--- src/rtl/mycpu_pkg.sv ---
// rtl/mycpu_pkg.sv - shared pipeline constants, history-entry layout and hazard helpers
//
// Purpose : common definitions for the hazard/forwarding controller.
//           Forward-select encodings, scoreboard history entry field
//           positions, the mult/div FSM state type and a register-match helper.
// Ports   : none (package)

package mycpu_pkg;

   localparam logic [1:0] FWD_REGFILE = 2'b00;
   localparam logic [1:0] FWD_EX      = 2'b01;
   localparam logic [1:0] FWD_MEM     = 2'b10;
   localparam logic [1:0] FWD_WB      = 2'b11;

   // History entry layout: {is_load, dest_reg[4:0]}
   localparam int HIST_LOAD_BIT = 5;
   localparam int HIST_REG_MSB  = 4;

   typedef enum logic {
      MD_IDLE = 1'b0,
      MD_BUSY = 1'b1
   } mdState_t;

   // True when a used source register is produced by this history entry.
   // Register 0 is hard-wired to zero, so it never creates a dependency.
   function automatic logic histHit(input logic [5:0] entry,
                                    input logic [4:0] srcReg,
                                    input logic       useSrc);
      return useSrc
          && (entry[HIST_REG_MSB:0] != 5'd0)
          && (entry[HIST_REG_MSB:0] == srcReg);
   endfunction

endpackage

--- src/rtl/hazard_ctrl_fwd_sel.sv ---
// rtl/hazard_ctrl_fwd_sel.sv - priority match of one source register against the 3-deep history
//
// Purpose : selects the nearest producer of one source operand
//           (EX beats MEM beats WB) and flags an EX-stage hit for load-use.
// Ports   : idValid  in  ID holds a valid instruction
//           srcReg   in  5-bit source register
//           useSrc   in  instruction actually reads srcReg
//           hist1..3 in  history entries EX / MEM / WB
//           sel      out forward select (FWD_* encoding)
//           hitEx    out source matches the EX-stage entry

import mycpu_pkg::*;

module fwd_sel (
   input  logic       idValid,
   input  logic [4:0] srcReg,
   input  logic       useSrc,
   input  logic [5:0] hist1,
   input  logic [5:0] hist2,
   input  logic [5:0] hist3,
   output logic [1:0] sel,
   output logic       hitEx
);

   logic hit1;
   logic hit2;
   logic hit3;

   always_comb begin
      hit1 = histHit(hist1, srcReg, useSrc);
      hit2 = histHit(hist2, srcReg, useSrc);
      hit3 = histHit(hist3, srcReg, useSrc);
   end

   always_comb begin
      sel = FWD_REGFILE;
      if (idValid) begin
         if (hit1)      sel = FWD_EX;
         else if (hit2) sel = FWD_MEM;
         else if (hit3) sel = FWD_WB;
      end
   end

   assign hitEx = idValid & hit1;

endmodule

--- src/rtl/hazard_ctrl.sv ---
// rtl/hazard_ctrl.sv - decode-stage hazard, bubble and forwarding controller with mult/div busy FSM
//
// Purpose : derives stall / bubble / forwarding selects for the 5-stage
//           pipeline from the scoreboard history and tracks HI/LO occupancy.
// Config  : define HAZARD_PERF_CNT_EN to add stall-cause performance counters.
// Ports   : clk, rst             clock, synchronous active-high reset
//           id_valid             ID holds a valid instruction
//           id_rs, id_rt         source registers
//           id_use_rs, id_use_rt instruction reads rs / rt
//           id_is_muldiv         mult/multu/div/divu in ID
//           id_reads_hilo        mfhi/mflo in ID
//           flush                IF/ID flush
//           hist1/2/3            scoreboard entries EX / MEM / WB
//           stall                hold PC and IF/ID
//           bubble               inject NOP into EX
//           fwd_rs, fwd_rt       operand forward selects
//           muldiv_busy          HI/LO unit occupied
//           stall_load_cnt       load-use stall cycles   (HAZARD_PERF_CNT_EN)
//           stall_muldiv_cnt     mult/div stall cycles   (HAZARD_PERF_CNT_EN)

import mycpu_pkg::*;

module hazard_ctrl #(
   parameter int MULDIV_LAT = 4,
   parameter int CNT_W      = 32
) (
   input  logic             clk,
   input  logic             rst,
   input  logic             id_valid,
   input  logic [4:0]       id_rs,
   input  logic [4:0]       id_rt,
   input  logic             id_use_rs,
   input  logic             id_use_rt,
   input  logic             id_is_muldiv,
   input  logic             id_reads_hilo,
   input  logic             flush,
   input  logic [5:0]       hist1,
   input  logic [5:0]       hist2,
   input  logic [5:0]       hist3,
   output logic             stall,
   output logic             bubble,
   output logic [1:0]       fwd_rs,
   output logic [1:0]       fwd_rt,
   output logic             muldiv_busy
`ifdef HAZARD_PERF_CNT_EN
   ,
   output logic [CNT_W-1:0] stall_load_cnt,
   output logic [CNT_W-1:0] stall_muldiv_cnt
`endif
);

   generate
      if (MULDIV_LAT < 2 || MULDIV_LAT > 15 || CNT_W < 1) begin : gBadParam
         $error("hazard_ctrl: MULDIV_LAT must be 2..15 and CNT_W >= 1");
      end
   endgenerate

   localparam logic [3:0] CNT_RELOAD = 4'(MULDIV_LAT - 1);

   mdState_t   state;
   mdState_t   stateNext;
   logic [3:0] cnt;
   logic [3:0] cntNext;

   logic rsHitEx;
   logic rtHitEx;
   logic loadStall;
   logic mdStall;
   logic anyStall;
   logic accept;

   // ------------------------------------------------------------------
   // Forwarding selects, one matcher per operand
   // ------------------------------------------------------------------
   fwd_sel uFwdRs (
      .idValid (id_valid),
      .srcReg  (id_rs),
      .useSrc  (id_use_rs),
      .hist1   (hist1),
      .hist2   (hist2),
      .hist3   (hist3),
      .sel     (fwd_rs),
      .hitEx   (rsHitEx)
   );

   fwd_sel uFwdRt (
      .idValid (id_valid),
      .srcReg  (id_rt),
      .useSrc  (id_use_rt),
      .hist1   (hist1),
      .hist2   (hist2),
      .hist3   (hist3),
      .sel     (fwd_rt),
      .hitEx   (rtHitEx)
   );

   // A load in EX has no data yet; one bubble moves it to MEM where the
   // MEM forward path covers the consumer.
   always_comb begin
      loadStall = hist1[HIST_LOAD_BIT] & (rsHitEx | rtHitEx);
   end

   // ------------------------------------------------------------------
   // Mult/div FSM: state register
   // ------------------------------------------------------------------
   always_ff @(posedge clk) begin
      if (rst) begin
         state <= MD_IDLE;
         cnt   <= 4'd0;
      end else begin
         state <= stateNext;
         cnt   <= cntNext;
      end
   end

   // ------------------------------------------------------------------
   // Mult/div FSM: outputs and stall decision
   // ------------------------------------------------------------------
   always_comb begin
      muldiv_busy = (state == MD_BUSY);
      // On the final busy cycle (cnt==0) HI/LO is ready at the edge, so a
      // waiting consumer is released now rather than one cycle later.
      mdStall     = (state == MD_BUSY) && (cnt != 4'd0)
                 && id_valid && (id_is_muldiv || id_reads_hilo);
      anyStall    = loadStall | mdStall;
      stall       = anyStall & ~flush;
      bubble      = anyStall | flush;
      accept      = id_valid & id_is_muldiv & ~anyStall & ~flush;
   end

   // ------------------------------------------------------------------
   // Mult/div FSM: next state
   // ------------------------------------------------------------------
   always_comb begin
      stateNext = state;
      cntNext   = cnt;
      case (state)
         MD_IDLE: begin
            if (accept) begin
               stateNext = MD_BUSY;
               cntNext   = CNT_RELOAD;
            end
         end
         MD_BUSY: begin
            if (cnt == 4'd0) begin
               // Back-to-back: a queued op reloads on the completing edge.
               if (accept) begin
                  stateNext = MD_BUSY;
                  cntNext   = CNT_RELOAD;
               end else begin
                  stateNext = MD_IDLE;
               end
            end else begin
               cntNext = cnt - 4'd1;
            end
         end
         default: begin
            stateNext = MD_IDLE;
            cntNext   = 4'd0;
         end
      endcase
   end

`ifdef HAZARD_PERF_CNT_EN
   // Counts stall causes, independent of whether flush masked the stall.
   always_ff @(posedge clk) begin
      if (rst) begin
         stall_load_cnt   <= '0;
         stall_muldiv_cnt <= '0;
      end else begin
         if (loadStall) stall_load_cnt   <= stall_load_cnt + 1'b1;
         if (mdStall)   stall_muldiv_cnt <= stall_muldiv_cnt + 1'b1;
      end
   end
`endif

endmodule

--- config.mk ---
export PLATFORM = sky130hd
export DESIGN_NAME = hazard_ctrl
export DESIGN_NICKNAME = d
export VERILOG_FILES = /design/src/rtl/mycpu_pkg.sv /design/src/rtl/hazard_ctrl_fwd_sel.sv /design/src/rtl/hazard_ctrl.sv
export SDC_FILE = /design/constraint.sdc
export NUM_CORES = 1
export LEC_CHECK = 0
export BUFFER_PORTS_ARGS = -buffer_cell sky130_fd_sc_hd__buf_2
export CAP_MARGIN = 20
export CELL_PAD_IN_SITES_DETAIL_PLACEMENT = 1
export CELL_PAD_IN_SITES_GLOBAL_PLACEMENT = 1
export CORE_MARGIN = 8
export CORE_UTILIZATION = 30
export CTS_BUF_LIST = sky130_fd_sc_hd__clkbuf_8
export CTS_CLUSTER_DIAMETER = 200
export DETAILED_ROUTE_END_ITERATION = 10
export GPL_TIMING_DRIVEN = 0
export PLACE_DENSITY = 0.92
export SYNTH_ARGS = -nofsm -noshare
export SYNTH_HDL_FRONTEND = slang
export SYNTH_SLANG_ARGS = --single-unit
--- constraint.sdc ---
create_clock -name clk -period 2.9 [get_ports clk]
set_input_delay 0.725 -clock clk [delete_from_list [all_inputs] [get_ports clk]]
set_output_delay 0.725 -clock clk [all_outputs]
set_load 0.03 [all_outputs]
# Word-level counts from Yosys, hierarchy flattened
# Cells that the tools add are included.
[totals] reg_bits=5 inputBits=36 out_inout_bits=7
[classes] add_sub_neg=1 n_eq_ne=6 n_mux=14 bitwise_logic=13 reduce_logical=21
[ops] operator="5-bit == test" n=6
[ops] operator="2-bit two-way mux" n=8
[ops] operator="1-bit logical AND" n=15
[ops] operator="5-bit nonzero test" n=3
[ops] operator="4-bit two-way mux" n=2
[ops] operator="4-bit one-hot mux with 2 select lines" n=1
[ops] operator="1-bit bitwise AND" n=7
[ops] operator="4-bit zero test" n=1
[ops] operator="4-bit nonzero test" n=1
[ops] operator="4-bit by 1-bit subtractor with 4-bit output, second input constant" n=1
[ops] operator="1-bit inverter" n=3
[ops] operator="1-bit OR" n=3
[ops] operator="1-bit two-way mux" n=2
[ops] operator="1-bit one-hot mux with 2 select lines" n=1
[ops] operator="1-bit logical OR" n=1

# Depth between registers and ports, before layout
# Gate-level depths: netlist of the first run.
[depth] word_depth=13 ltp_mapped=7 ltp_nobuf=7

# Hierarchy
# A second synthesis of the first run with hierarchy kept.
[hier_totals] cells_unflattened=106 area_unflattened_um2=812.0
[modules_own_cells] mod="fwd_sel" instances=2 cells_each=37 area_each_um2=264.0
[modules_own_cells] mod="hazard_ctrl" instances=1 cells_each=32 area_each_um2=284.0

# Worst setup path before layout of the first run
# Ideal clock, no wire load.
[synth_timing] path_type="in2out" from="in hist1[1]" to="out fwd_rs[1]" arrival_ns=2.206 setup_slack_ns=-0.031 path_stages=4 path_buffers=0 path_cell_list="or4_1 -> nor2_1 -> nor4_1 -> nor3b_1"
[synth_between] elab_chain_cells=5 elab_cells_between_ends=6 classes_between="eq/ne: 1; mux: 2; reduce/logical: 3"
[synth_lines] element="start, declared" line_no="hazard_ctrl.sv:37" text="input logic [5:0] hist1,"
[synth_lines] element="5-bit nonzero test" line_no="mycpu_pkg.sv:30" text="&& (entry[HIST_REG_MSB:0] != 5'd0)"
[synth_lines] element="1-bit logical AND" line_no="mycpu_pkg.sv:30"
[synth_lines] element="1-bit logical AND (*)" line_no="mycpu_pkg.sv:31" text="&& (entry[HIST_REG_MSB:0] == srcReg);"
[synth_lines] element="2-bit two-way mux (*)" line_no="hazard_ctrl_fwd_sel.sv:38" text="if (hit1) sel = FWD_EX;"
[synth_lines] element="2-bit two-way mux (*)" line_no="hazard_ctrl_fwd_sel.sv:37" text="if (idValid) begin"
[synth_lines] element="end, declared" line_no="hazard_ctrl.sv:42" text="output logic [1:0] fwd_rs,"
# Mark *: on every way between the ends. The rest lies on a longest branch, timed or not.

# Worst setup path in the final report of the first run
[layout_timing] from="in hist1[4]" to="out fwd_rs[1]"
# Same word-level chain as after synthesis.

==> impl_metrics.sql, run 1 <==
INSERT INTO impl_metrics (metric_group, metric, value, unit) VALUES
('status', 'run_status', 'finished clean', ''),
('min_path', 'worst_hold_startpoint', 'cnt[0]', ''),
('sta', 'final.setup_skew', '0.000307', 'ns'),
('global_routing', 'grt_start_max_net_pins', '9', ''),
('synth', 'edff_count_synth', '0', ''),
('route', 'avgRoutedWirePerCell', '16.4', 'µm'),
('global_routing', 'global_route.usage.total', '13.7', '%'),
('cts', 'cts_num_sinks', '5', ''),
('synth', 'synthArstFlopShare', '0', '%'),
('power_and_ir_drop', 'p_clk_share', '38.3', '%'),
('cts', 'ctsLongestPathBuffers', '2', ''),
('synth', 'postSynthNetCount', '136', ''),
('worst_setup_path', 'worstSetupStartpoint', 'hist1[4]', ''),
('power_and_ir_drop', 'power-per-cell-area', '294', 'nW/µm²'),
('global_routing', 'antenna_found_initial', '0', ''),
('sta', 'timing.setup.tns', '0', 'ns'),
('sta', 'final_min_period_over_clock_period', '97.7', '%'),
('final_layout', 'post-route-util', '47.0', '%'),
('route', 'tritonroute_pass_1_iters', '3', ''),
('synth', 'synth_area_leader_cell', 'sky130_fd_sc_hd__xnor2_1', ''),
('synth', 'synthesis.instances', '99', ''),
('synth', 'synth_cell_type_count', '28', ''),
('placement', 'numPortBuffers', '40', ''),
('global_routing', 'number_of_global_route_vias_before_repair', '1124', ''),
('route', 'finalWirelength', '2890', 'µm'),
('sta', 'max_slew.worst_pin.slew', '0.445', 'ns'),
('die', 'dieArea', '4340', 'µm²'),
('die', 'io_count', '43', ''),
('synth', 'synthDominantCellAreaShare', '22.3', '%'),
('cts', 'clk_root_buffer_cell', 'sky130_fd_sc_hd__clkbuf_8', ''),
('power_and_ir_drop', 'power.share.sequential', '22.6', '%'),
('die', 'die_y', '65.9', 'µm'),
('power_and_ir_drop', 'power.ir.vdd_worst', '0.176', 'mV'),
('synth', 'syn-cell-area', '747', 'µm²'),
('cts', 'htreeDepth', '1', ''),
('power_and_ir_drop', 'sw_frac_of_total', '32.7', '%'),
('route', 'drtAntennaViolNets', '0', ''),
('die', 'fp-row-count', '18', ''),
('worst_setup_path', 'arrival', '2.11', 'ns'),
('synth', 'synth-main-ff-cell', 'sky130_fd_sc_hd__dfxtp_1', ''),
('final_layout', 'nets', '184', ''),
('placement', 'finalWeightedCongestion', '0.850', ''),
('sta', 'period_minus_slack', '2.83', 'ns'),
('worst_setup_path', 'r2r_start', 'cnt[0]', ''),
('run', 'max-cap-violations', '0', ''),
('cts', 'tritoncts', 'done', ''),
('route', 'drt_iter0_drc', '40', ''),
('synth', 'synthMostInstantiatedCell', 'sky130_fd_sc_hd__xnor2_1', ''),
('worst_setup_path', 'worstSetupEndpointType', 'output pin', ''),
('final_layout', 'design_area', '1130', 'µm²'),
('global_routing', 'grt_pass1_wl', '4760', 'µm'),
('placement', 'dpl_cell_area', '995', 'µm²'),
('route', 'via_count_normalized_by_instance_count', '5.41', ''),
('power_and_ir_drop', 'cellInternalPower', '224', 'µW'),
('worst_setup_path', 'critPathKind', 'input pin to output pin', ''),
('sta', 'maxSlewViolCount', '0', ''),
('global_routing', 'congestion_overflow_gr', '0', ''),
('power_and_ir_drop', 'total_leakage_power', '0.464', 'nW'),
('sta', 'max-slew-margin-rel', '70.1', '%'),
('sta', 'fin_worst_hold_slack', '0.518', 'ns'),
('synth', 'yosysWarnings', '0', ''),
('final_layout', 'final_layout_size_suffix_gt1_share', '39.0', '%'),
('cts', 'insertion_delay', '0.22', 'ns'),
('synth', 'synth_common_cells', 'sky130_fd_sc_hd__xnor2_1, sky130_fd_sc_hd__xor2_1, sky130_fd_sc_hd__nor2_1', ''),
('cts', 'cts_inserted_buffers', '3', ''),
('synth', 'yosys-top-cells-area', 'sky130_fd_sc_hd__xnor2_1, sky130_fd_sc_hd__xor2_1, sky130_fd_sc_hd__dfxtp_1', ''),
('worst_setup_path', 'peak_fanout_along_the_critical_path', '3', ''),
('sta', 'timing.final.ws_setup', '0.0677', 'ns'),
('final_layout', 'area_grow_syn2layout', '51.6', '%'),
('die', 'core', '2410', 'µm²'),
('placement', 'place_ws', '-0.377', 'ns');
[per-stage QoR]
stage,cells,power (mW)
2_1_floorplan,99,0.140
3_3_place_gp,169,0.188
3_5_place_dp,169,0.196
4_1_cts,174,0.331
5_1_grt,176,0.354
6_report,176,0.333
[state kept, by name, summed over array words and instances (netlist names)]
name and cells:
muldiv_busy 1, cnt 4
[cell type report]
type                            instances  area (µm²)
Clock buffer                            3        41.3
Clock inverter                          1        3.75
Fill cell                             318        1280
Inverter                                4        15.0
Multi-Input combinational cell         90         689
Sequential cell                         5         100
Tap cell                               30        37.5
Timing Repair Buffer                   43         245
[timing repair]
item                                    in CTS  in global routing
buffers inserted                             1                  2
endpoints found under the setup margin       3                  3
resized for setup                            6                 14
pin swaps                                    1                  7
hold buffers                                 0                  0
cloned                                       0                  0
[metal layers]
| layer | global-route usage, % | up-vias | wire (µm) |
|---|---|---|---|
| li1 | - | 452 | - |
| met1 | 12.3 | 457 | 1040 |
| met2 | 26.7 | 39 | 1570 |
| met3 | 5.42 | 4 | 242 |
| met4 | 5.18 | 0 | 32 |
| met5 | 0 | - | 0 |
[logic make-up (layout without fill, tap and decap cells)]
group | after synthesis | after routing | synth area share, %
buf+inv | 4 | 51 | 2.01
compound gates | 18 | 18 | 16.1
fa+ha+maj | 1 | 1 | 1.67
xor+xnor | 31 | 31 | 36.3
simple gates | 40 | 40 | 30.5
flops | 5 | 5 | 13.4
[worst max-delay path, stage by stage]
cell and delay, ns:
sky130_fd_sc_hd__buf_6 0.10, sky130_fd_sc_hd__or4_4 0.54, sky130_fd_sc_hd__nor2_4 0.18, sky130_fd_sc_hd__nor4_4 0.05
sky130_fd_sc_hd__buf_4 0.15, sky130_fd_sc_hd__nor3b_2 0.17, sky130_fd_sc_hd__buf_4 0.18
[power by group through the flow]
stage                     Clock (mW)  Sequential [mW]  Combinational (mW)
after global placement             0           0.0759               0.112
after CTS                      0.130           0.0753               0.125
after detailed placement           0           0.0763               0.120
after global routing           0.137           0.0761               0.141
final                          0.128           0.0754               0.130
after floorplan                    0           0.0766              0.0631
[worst paths after layout]
| path | cells past startpoint | slack [ns] | end |
|---|---|---|---|
| setup reg to reg | 6 | 1.37 | cnt[0] |
| setup / recovery | 7 | 0.07 | fwd_rs[1] |
| hold / removal | 1 | 0.52 | cnt[0] |
| hold reg to reg | 1 | 0.52 | cnt[0] |
[cells in the final DEF, fill, tap and decap left out, types with 4 or more instances in the layout]
cell,netlist,layout
sky130_fd_sc_hd__a21oi_1,4,4
sky130_fd_sc_hd__buf_2,0,34
sky130_fd_sc_hd__buf_4,0,6
sky130_fd_sc_hd__dfxtp_1,5,5
sky130_fd_sc_hd__inv_1,4,5
sky130_fd_sc_hd__nand4_1,6,6
sky130_fd_sc_hd__nor2_1,9,7
sky130_fd_sc_hd__nor4_1,6,4
sky130_fd_sc_hd__o22ai_1,4,4
sky130_fd_sc_hd__xnor2_1,19,19
sky130_fd_sc_hd__xor2_1,12,12
No activity file was read; power rests on OpenSTA's default activity.
==> run 2: changes to the inputs <==
--- a/config.mk
+++ b/config.mk
@@ -9,6 +9,7 @@
 export CAP_MARGIN = 20
 export CELL_PAD_IN_SITES_DETAIL_PLACEMENT = 1
 export CELL_PAD_IN_SITES_GLOBAL_PLACEMENT = 1
+export CORE_ASPECT_RATIO = 0.8
 export CORE_MARGIN = 8
 export CORE_UTILIZATION = 30
 export CTS_BUF_LIST = sky130_fd_sc_hd__clkbuf_8
@@ -16,6 +17,7 @@
 export DETAILED_ROUTE_END_ITERATION = 10
 export GPL_TIMING_DRIVEN = 0
 export PLACE_DENSITY = 0.92
+export SLEW_MARGIN = 20
 export SYNTH_ARGS = -nofsm -noshare
 export SYNTH_HDL_FRONTEND = slang
 export SYNTH_SLANG_ARGS = --single-unit
==> run 2 against run 1 <==
Against the previous run:
- die area up 0.23%
- critical path type unchanged
- combinational power increased by 4%
- via count down 1.4%
- register-to-register slack got worse by 0.14 ns
- cell count down 2.3%
==> impl_metrics.sql, run 2 (same netlist as run 1, synthesis figures left out) <==
INSERT INTO impl_metrics (metric_group, metric, value, unit) VALUES
('cts', 'insertion_delay', '0.23', 'ns'),
('sta', 'timing.setup.tns', '0', 'ns'),
('worst_setup_path', 'peak_fanout_along_the_critical_path', '3', ''),
('min_path', 'worstHoldPathType', 'flip-flop to flip-flop', ''),
('die', 'dieArea', '4350', 'µm²'),
('route', 'drc', '0', ''),
('cts', 'worst_setup_hold_path_clk_slew', '0.03', 'ns'),
('worst_setup_path', 'crit_required', '2.17', 'ns'),
('sta', 'fmax_achieved', '353', 'MHz'),
('final_layout', 'nets', '183', ''),
('global_routing', 'grt_start_max_net_pins', '9', ''),
('final_layout', 'final_layout_size_suffix_gt1_share', '38.6', '%'),
('power_and_ir_drop', 'power-per-cell-area', '308', 'nW/µm²'),
('sta', 'maxSlewViolCount', '0', ''),
('cts', 'cts_inserted_buffers', '3', ''),
('final_layout', 'layout.cells.non_filler', '172', ''),
('placement', 'place_inst', '166', ''),
('route', 'tritonroute_pass_1_iters', '4', ''),
('sta', 'final-hold-violation-count', '0', ''),
('sta', 'max_slew.worst_pin.slew', '0.515', 'ns'),
('die', 'core', '2400', 'µm²'),
('power_and_ir_drop', 'p_clk_share', '38.6', '%'),
('route', 'drtAntennaViolNets', '0', ''),
('route', 'via_count_normalized_by_instance_count', '5.46', ''),
('global_routing', 'number_of_global_route_vias_before_repair', '1054', ''),
('status', 'run_status', 'finished clean', ''),
('cts', 'ctsLongestPathBuffers', '2', ''),
('placement', 'dpl.hpwl', '2620', 'µm'),
('worst_setup_path', 'timing.critical_path.from_type', 'input pin', ''),
('cts', 'tritoncts', 'done', ''),
('final_layout', 'final_common_cell', 'sky130_fd_sc_hd__buf_2', ''),
('power_and_ir_drop', 'post_route_total_power', '342', 'µW'),
('global_routing', 'global_route.usage.total', '15.4', '%'),
('placement', 'numPortBuffers', '40', ''),
('final_layout', 'final_cell_mix', 'sky130_fd_sc_hd__buf_2, sky130_fd_sc_hd__xnor2_1, sky130_fd_sc_hd__xor2_1', ''),
('die', 'floorplan.die.width', '71.8', 'µm'),
('global_routing', 'congestion_overflow_gr', '0', ''),
('power_and_ir_drop', 'power.share.sequential', '22.1', '%'),
('cts', 'ctsHoldBuffers', '0', ''),
('sta', 'setup_violations', '0', ''),
('route', 'drt_iter0_drc', '56', ''),
('power_and_ir_drop', 'total_leakage_power', '0.459', 'nW'),
('global_routing', 'grt_pass1_wl', '5220', 'µm'),
('power_and_ir_drop', 'power.ir.vdd_worst', '0.261', 'mV'),
('sta', 'final.setup_skew', '0.00957', 'ns'),
('power_and_ir_drop', 'sw_frac_of_total', '34.7', '%'),
('power_and_ir_drop', 'p_switching', '119', 'µW'),
('sta', 'period_minus_slack', '2.83', 'ns'),
('cts', 'cts_num_sinks', '5', ''),
('final_layout', 'largest_register_ffs', '4', ''),
('final_layout', 'regMostFlops', 'cnt', ''),
('final_layout', 'n_antenna_cell', '0', ''),
('power_and_ir_drop', 'cellInternalPower', '224', 'µW'),
('sta', 'final_min_period_over_clock_period', '97.7', '%'),
('worst_setup_path', 'critPathKind', 'input pin to output pin', ''),
('run', 'max-cap-violations', '0', ''),
('cts', 'htreeDepth', '1', ''),
('die', 'fp-row-count', '16', ''),
('worst_setup_path', 'worstSetupEndpointType', 'output pin', ''),
('worst_setup_path', 'arrival', '2.11', 'ns'),
('die', 'io_count', '43', ''),
('placement', 'finalWeightedCongestion', '0.824', ''),
('power_and_ir_drop', 'combinationalPowerShare', '39.3', '%'),
('route', 'detailroute.via_count', '939', ''),
('die', 'starting_density', '31.1', '%'),
('cts', 'clk_root_buffer_cell', 'sky130_fd_sc_hd__clkbuf_8', ''),
('route', 'finalWirelength', '3330', 'µm'),
('sta', 'max-slew-margin-rel', '65.4', '%'),
('global_routing', 'antenna_found_initial', '0', ''),
('die', 'die_y', '60.6', 'µm'),
('route', 'avgRoutedWirePerCell', '19.4', 'µm'),
('final_layout', 'area_grow_syn2layout', '48.9', '%');
==> run 2: cell types whose count changed in the layout (fill, tap and decap cells not counted) <==
| cell | change |
|---|---|
| sky130_fd_sc_hd__clkbuf_4 | -1 |
| sky130_fd_sc_hd__buf_6 | -1 |
| sky130_fd_sc_hd__buf_2 | +2 |
| sky130_fd_sc_hd__buf_4 | -1 |
==> run 2: worst paths after layout <==
path	depth (start not counted)	end	startpoint	slack, ns
worst min-delay path	1	cnt[0]	cnt[0]	0.52
worst max register to register	7	cnt[1]	cnt[0]	1.23
worst min register to register	1	cnt[0]	cnt[0]	0.52
worst max-delay path	7	fwd_rs[0]	hist3[0]	0.07
==> run 2: metal layers <==
metal | vias up | wire (µm) | global-route usage, %
met4 | 0 | 78 | 5.51
met1 | 449 | 1340 | 16.2
met3 | 10 | 136 | 4.29
met5 | - | 0 | 0
met2 | 23 | 1780 | 29.3
li1 | 457 | - | -
==> run 2: final cells by class <==
cell class	count	area, µm²
sequential	5	100
multi-input combinational	90	689
inverter	4	15.0
timing repair buffer	42	229
clock inverter	1	3.75
clock buffer	3	41.3
tap	27	33.8
fill	309	1290
==> run 2: critical path: stages <==
cell and delay [ns]:
sky130_fd_sc_hd__buf_2 0.13, sky130_fd_sc_hd__or4_1 0.54, sky130_fd_sc_hd__nor2_2 0.13, sky130_fd_sc_hd__nor4_1 0.09, sky130_fd_sc_hd__nor2b_1 0.14, sky130_fd_sc_hd__o21a_1 0.18, sky130_fd_sc_hd__buf_2 0.17
==> run 2: stage by stage <==
stage	hold slack [ns]	area (µm²)	util (%)	worst slack (ns)
floorplan	0.468	757	-	-0.0183
global placement	0.481	991	41.3	-0.237
detailed placement	0.513	991	41.3	-0.321
CTS	0.517	1090	45.3	0.0181
global route	0.534	1110	46.3	-0.00978
finish	0.517	1110	46.3	0.0663
==> run 2: timing repair <==
| action | in CTS | in global routing |
|---|---|---|
| buffers inserted | 1 | 1 |
| endpoints found under the hold margin | 0 | 0 |
| gates cloned | 0 | 0 |
| gates resized for setup | 8 | 9 |
| pin swaps | 2 | 6 |
| setup endpoints to repair | 4 | 3 |
==> run 2: power by group through the flow <==
| stage | clock (mW) | sequential (mW) | combinational, mW |
|---|---|---|---|
| 2_1_floorplan | 0 | 0.0766 | 0.0631 |
| 3_3_place_gp | 0 | 0.0760 | 0.112 |
| 3_5_place_dp | 0 | 0.0765 | 0.121 |
| 4_1_cts | 0.136 | 0.0756 | 0.129 |
| 5_1_grt | 0.139 | 0.0760 | 0.146 |
| 6_report | 0.132 | 0.0758 | 0.135 |
